File: config.mk
export PLATFORM = sky130hd
export DESIGN_NAME = rr_arb2
export DESIGN_NICKNAME = d
export VERILOG_FILES = /design/src/rtl/rr_arb2.sv
export SDC_FILE = /design/constraint.sdc
export NUM_CORES = 1
export LEC_CHECK = 0
export CORE_MARGIN = 10
export CORE_UTILIZATION = 40
export CTS_CLUSTER_SIZE = 28
export DETAILED_ROUTE_END_ITERATION = 10
export GPL_ROUTABILITY_DRIVEN = 1
export GPL_TIMING_DRIVEN = 0
export PLACE_DENSITY = 0.59
export REMOVE_ABC_BUFFERS = 1
export SETUP_SLACK_MARGIN = 0.02
export SYNTH_ARGS = -nofsm -noshare
export SYNTH_HDL_FRONTEND = slang
export SYNTH_SLANG_ARGS = --single-unit
File: constraint.sdc
create_clock -name clk -period 2.4 [get_ports clk]
set_clock_uncertainty 0.05 [all_clocks]
set_input_delay 0.72 -clock clk [delete_from_list [all_inputs] [get_ports clk]]
set_output_delay 0.72 -clock clk [all_outputs]
set_load 0.01 [all_outputs]
File: src/rtl/rr_arb2.sv
// Two-requester round-robin arbiter with hold-time limit and forced release.
// Latency: one cycle from req sampled at an edge to gnt visible after that edge.
// Backpressure: a holder keeps the grant until done/req drop, or until MAXHOLD cycles if the other side waits.
//
// Ports:
//   clk        sole clock, all state updates on its rising edge
//   reset      synchronous active-low reset
//   req[1:0]   request per requester
//   done[1:0]  release strobe, only looked at for the current holder
//   gnt[1:0]   registered one-hot-or-zero grant
//   gnt_valid  registered, equals gnt[0] | gnt[1]
//   gnt_id     index of current holder; keeps the last holder while idle
//   preempt    one-cycle pulse in the first cycle after a timeout release
module rr_arb2 #(
    parameter int MAXHOLD = 4
) (
    input  logic       clk,
    input  logic       reset,
    input  logic [1:0] req,
    input  logic [1:0] done,
    output logic [1:0] gnt,
    output logic       gnt_valid,
    output logic       gnt_id,
    output logic       preempt
);

    // State encoding equals the grant vector, so gnt comes straight off the
    // state register with no extra decode.
    localparam logic [1:0] ST_IDLE   = 2'b00;
    localparam logic [1:0] ST_GRANT0 = 2'b01;
    localparam logic [1:0] ST_GRANT1 = 2'b10;

    localparam logic [3:0] MAX_CNT = 4'(MAXHOLD);

    logic [1:0] r_state;
    logic [3:0] r_cnt;
    logic       r_last;
    logic       r_gnt_id;
    logic       r_gnt_valid;
    logic       r_preempt;

    logic [1:0] w_state_nxt;
    logic [3:0] w_cnt_nxt;
    logic       w_last_nxt;
    logic       w_gnt_id_nxt;
    logic       w_preempt_nxt;

    // Grant decision shared by every branch that hands the resource over.
    logic       w_take;
    logic       w_take_idx;

    logic       w_rel_norm;
    logic       w_rel_force;
    logic [3:0] w_cnt_inc;

    // Saturating increment of the hold counter.
    assign w_cnt_inc = (r_cnt >= MAX_CNT) ? MAX_CNT : (r_cnt + 4'd1);

    always_comb begin
        w_take      = 1'b0;
        w_take_idx  = 1'b0;
        w_rel_norm  = 1'b0;
        w_rel_force = 1'b0;
        w_preempt_nxt = 1'b0;
        w_state_nxt = r_state;
        w_cnt_nxt   = r_cnt;

        case (r_state)
            ST_IDLE: begin
                // On a tie the requester that did not win last time goes first.
                unique case (req)
                    2'b01: begin w_take = 1'b1; w_take_idx = 1'b0;    end
                    2'b10: begin w_take = 1'b1; w_take_idx = 1'b1;    end
                    2'b11: begin w_take = 1'b1; w_take_idx = ~r_last; end
                    default: begin w_take = 1'b0; w_take_idx = 1'b0;  end
                endcase
            end

            ST_GRANT0: begin
                // done[1] is never looked at here, so junk on it is harmless.
                w_rel_norm  = done[0] | ~req[0];
                w_rel_force = (r_cnt == MAX_CNT) & req[1];
                if (w_rel_norm) begin
                    // A normally released holder cannot be re-granted at this
                    // edge: either the other side takes over or we go idle.
                    if (req[1]) begin
                        w_take     = 1'b1;
                        w_take_idx = 1'b1;
                    end else begin
                        w_state_nxt = ST_IDLE;
                        w_cnt_nxt   = 4'd0;
                    end
                end else if (w_rel_force) begin
                    w_take        = 1'b1;
                    w_take_idx    = 1'b1;
                    w_preempt_nxt = 1'b1;
                end else begin
                    w_cnt_nxt = w_cnt_inc;
                end
            end

            ST_GRANT1: begin
                w_rel_norm  = done[1] | ~req[1];
                w_rel_force = (r_cnt == MAX_CNT) & req[0];
                if (w_rel_norm) begin
                    if (req[0]) begin
                        w_take     = 1'b1;
                        w_take_idx = 1'b0;
                    end else begin
                        w_state_nxt = ST_IDLE;
                        w_cnt_nxt   = 4'd0;
                    end
                end else if (w_rel_force) begin
                    w_take        = 1'b1;
                    w_take_idx    = 1'b0;
                    w_preempt_nxt = 1'b1;
                end else begin
                    w_cnt_nxt = w_cnt_inc;
                end
            end

            default: begin
                // Unreachable encoding: recover to idle.
                w_state_nxt = ST_IDLE;
                w_cnt_nxt   = 4'd0;
            end
        endcase

        // Any new grant restarts the hold count at 1 and records the winner.
        w_last_nxt   = r_last;
        w_gnt_id_nxt = r_gnt_id;
        if (w_take) begin
            w_state_nxt  = w_take_idx ? ST_GRANT1 : ST_GRANT0;
            w_cnt_nxt    = 4'd1;
            w_last_nxt   = w_take_idx;
            w_gnt_id_nxt = w_take_idx;
        end
    end

    always_ff @(posedge clk) begin
        if (!reset) begin
            r_state     <= ST_IDLE;
            r_cnt       <= 4'd0;
            r_last      <= 1'b1;      // requester 0 wins the first tie
            r_gnt_id    <= 1'b0;
            r_gnt_valid <= 1'b0;
            r_preempt   <= 1'b0;
        end else begin
            r_state     <= w_state_nxt;
            r_cnt       <= w_cnt_nxt;
            r_last      <= w_last_nxt;
            r_gnt_id    <= w_gnt_id_nxt;
            r_gnt_valid <= (w_state_nxt != ST_IDLE);
            r_preempt   <= w_preempt_nxt;
        end
    end

    assign gnt       = r_state;
    assign gnt_valid = r_gnt_valid;
    assign gnt_id    = r_gnt_id;
    assign preempt   = r_preempt;

endmodule

==> results.ini <==
[yosys]
synth_seq_cells=10
async_flop_share_pct=0
ys.flop_type=dfxtp_1
synth_area_um2=622
yosysWarnings=0
synth_edf_count=0
synthDistinctLibCells=28
avgSynthCellArea_um2=8.52
postSynthCellCount=73
synth_seq_area_share_pct=32.2

[cells_and_area]
diodes=0
drive_above_1_share_pct=9.41
final_area_um2=766
nets=99
final_core_util_pct=51.4
synthToLayoutAreaGrowth_pct=23.1

[power]
switching_share_pct=38.9
leakage_nw=0.302
p_sw_uw=259
powerDensity_nw_per_um2=869
total_power_uw=665
power_frac_clock_pct=17.1
share_seq_of_total_power_pct=35.0
internal_power_uw=407
ir_drop_v=0.000466
pwr-share-comb_pct=47.9

[grt]
grt_pass1_vias=507
grt_pass1_wl_mm=2.22
grt_max_degree=8
grtUsageTotal_pct=8.05
antenna_found_initial=0
grt_overflow=0

[setup_path]
cp-start-kind=primary input
crit_path_start=done[0]
worst_ep_arrival_time_ns=2.28
max_stage_delay_ns=0.41
crit_buf_inv=1
crit_path_end_kind=register
required_ns=2.55
path_class=primary input to register
slowest_stage=clkdlybuf4s50_1
cp_cell_sequence=clkdlybuf4s50_1 -> nand2b_1 -> o211ai_4 -> o2111ai_4 -> or3_1 -> a21oi_1
reg2reg_from=r_cnt[0]$_SDFFE_PN0P_
path_delay_family=simple AND/OR/NAND/NOR gates
path_max_fanout=7

[clocking]
cts_tree=built
clk_pin_slew_ns=0.06
htreeDepth=1
cts_setup_buffers=0
clk_latency_ns=0.26
postCtsHoldBufs=0
cts_buffer_depth=2
cts_buffers=3
root_buffer=clkbuf_4
cts.sinks=10

[place]
post_dp_cell_area_um2=738
dp_hpwl_mm=1.03
place_congestion=0.793
port_buffers=10

[floorplan]
die_w_um=59.4
chipHeight_um=59.4
num_rows=14
io_pins=11
core_area_um2=1490
start_util_pct=41.8
dieArea_um2=3530

[worst_hold_path]
hold_path.class=register to register
min_from=r_cnt[3]$_SDFFE_PP0P_

[timing]
tightest_slew_ns=0.333
fmax_ghz=0.469
fin_crit_ns=2.13
fin_crit_sh_pct=88.9
timing_hold_violations_final=0
rsz0062_at_grt=false
hold_slack_ns=0.406
slew_headroom_pct=77.7
drv_slew=0
final-setup-viol-count=0

[flow_run]
maxCapViolations=0

[route]
num_vias=549
routed_via_density=5.44
dr.pass1.iters=2
wl_per_cell_um=13.0
drc=0
drt-total-wl_mm=1.31
drt_iter0_drc=4
antenna_left=0

[outcome]
status=completed

state kept, by name, summed over array words and instances (netlist names):
signal and flops:
gnt_valid 1, r_cnt 4, preempt 1, gnt 2
r_last 1, gnt_id 1
cell type report:
cell class,instances,area [um2]
Tap cell,16,20.0
Sequential cell,10,200
Clock buffer,3,22.5
Inverter,6,22.5
Fill cell,153,723
Multi-Input combinational cell,56,395
Timing Repair Buffer,10,105
power by group through the flow:
stage,registers [mW],clock network (mW),logic (mW)
3_3_place_gp,0.235,0,0.318
2_1_floorplan,0.242,0,0.206
6_report,0.233,0.113,0.319
3_5_place_dp,0.237,0,0.318
5_1_grt,0.239,0.122,0.359
4_1_cts,0.234,0.117,0.321
metrics by stage:
step	setup WS, ns	TNS, ns	std cells
2_1_floorplan	0.523	0	72
4_1_cts	0.0930	0	101
6_report	0.266	0	101
3_5_place_dp	-0.167	-0.611	98
3_3_place_gp	-0.151	-0.548	98
5_1_grt	0.120	0	101
worst paths after layout:
kind | to | slack, ns | cells past startpoint
hold / removal | r_cnt[3]$_SDFFE_PP0P_ | 0.41 | 2
setup / recovery | r_cnt[2]$_SDFFE_PP0P_ | 0.27 | 6
setup reg to reg | r_cnt[2]$_SDFFE_PP0P_ | 0.50 | 7
hold reg to reg | r_cnt[3]$_SDFFE_PP0P_ | 0.41 | 2
layout by cell type (no fill, tap or decap), types with 4 or more instances in the layout:
master,synthesis,final
nand3_1,6,6
nand2_1,7,7
ha_1,6,6
dfxtp_1,10,10
inv_1,6,6
a21oi_1,4,4
clkdlybuf4s50_1,0,8
nor2_1,5,5
worst min-delay path: cells and delay by family, from the launching register on:
family | cells | cell delay [ns]
DFF | 1 | 0.33
and+or+nand+nor | 2 | 0.09
per-layer routing:
| metal | global-route usage (%) | up-vias | part of all wire [%] |
|---|---|---|---|
| li1 | - | 285 | - |
| met1 | 10.0 | 248 | 51 |
| met2 | 11.0 | 12 | 41 |
| met3 | 3.43 | 4 | 6.8 |
| met4 | 4.92 | 0 | 1.6 |
| met5 | 0 | - | 0 |
Yosys cell counts (2+ instances only):
master    instances  area share (%)
dfxtp_1          10              32
nand2_1           7             4.2
ha_1              6              12
inv_1             6             3.6
nand3_1           6             4.8
nor2_1            5             3.0
a21oi_1           4             3.2
nor3_1            3             2.4
o21ai_0           3             2.4
nand2b_1          2             2.0
nand3b_1          2             2.4
o21ai_1           2             1.6
or3_1             2             2.0
timing repair:
action	4_1_cts	5_1_grt
hold endpoints to repair	0	0
setup endpoints to repair	0	2
gates resized for setup	0	2
logic make-up after synthesis:
family          count (synthesis)  share of synthesized area [%]
flops                          10                           32.2
buf+inv                         7                           4.22
compound gates                 16                           21.1
fa+ha+maj                       6                           12.1
simple gates                   34                           30.4
Note: power is estimated with default switching activity, not from simulation.
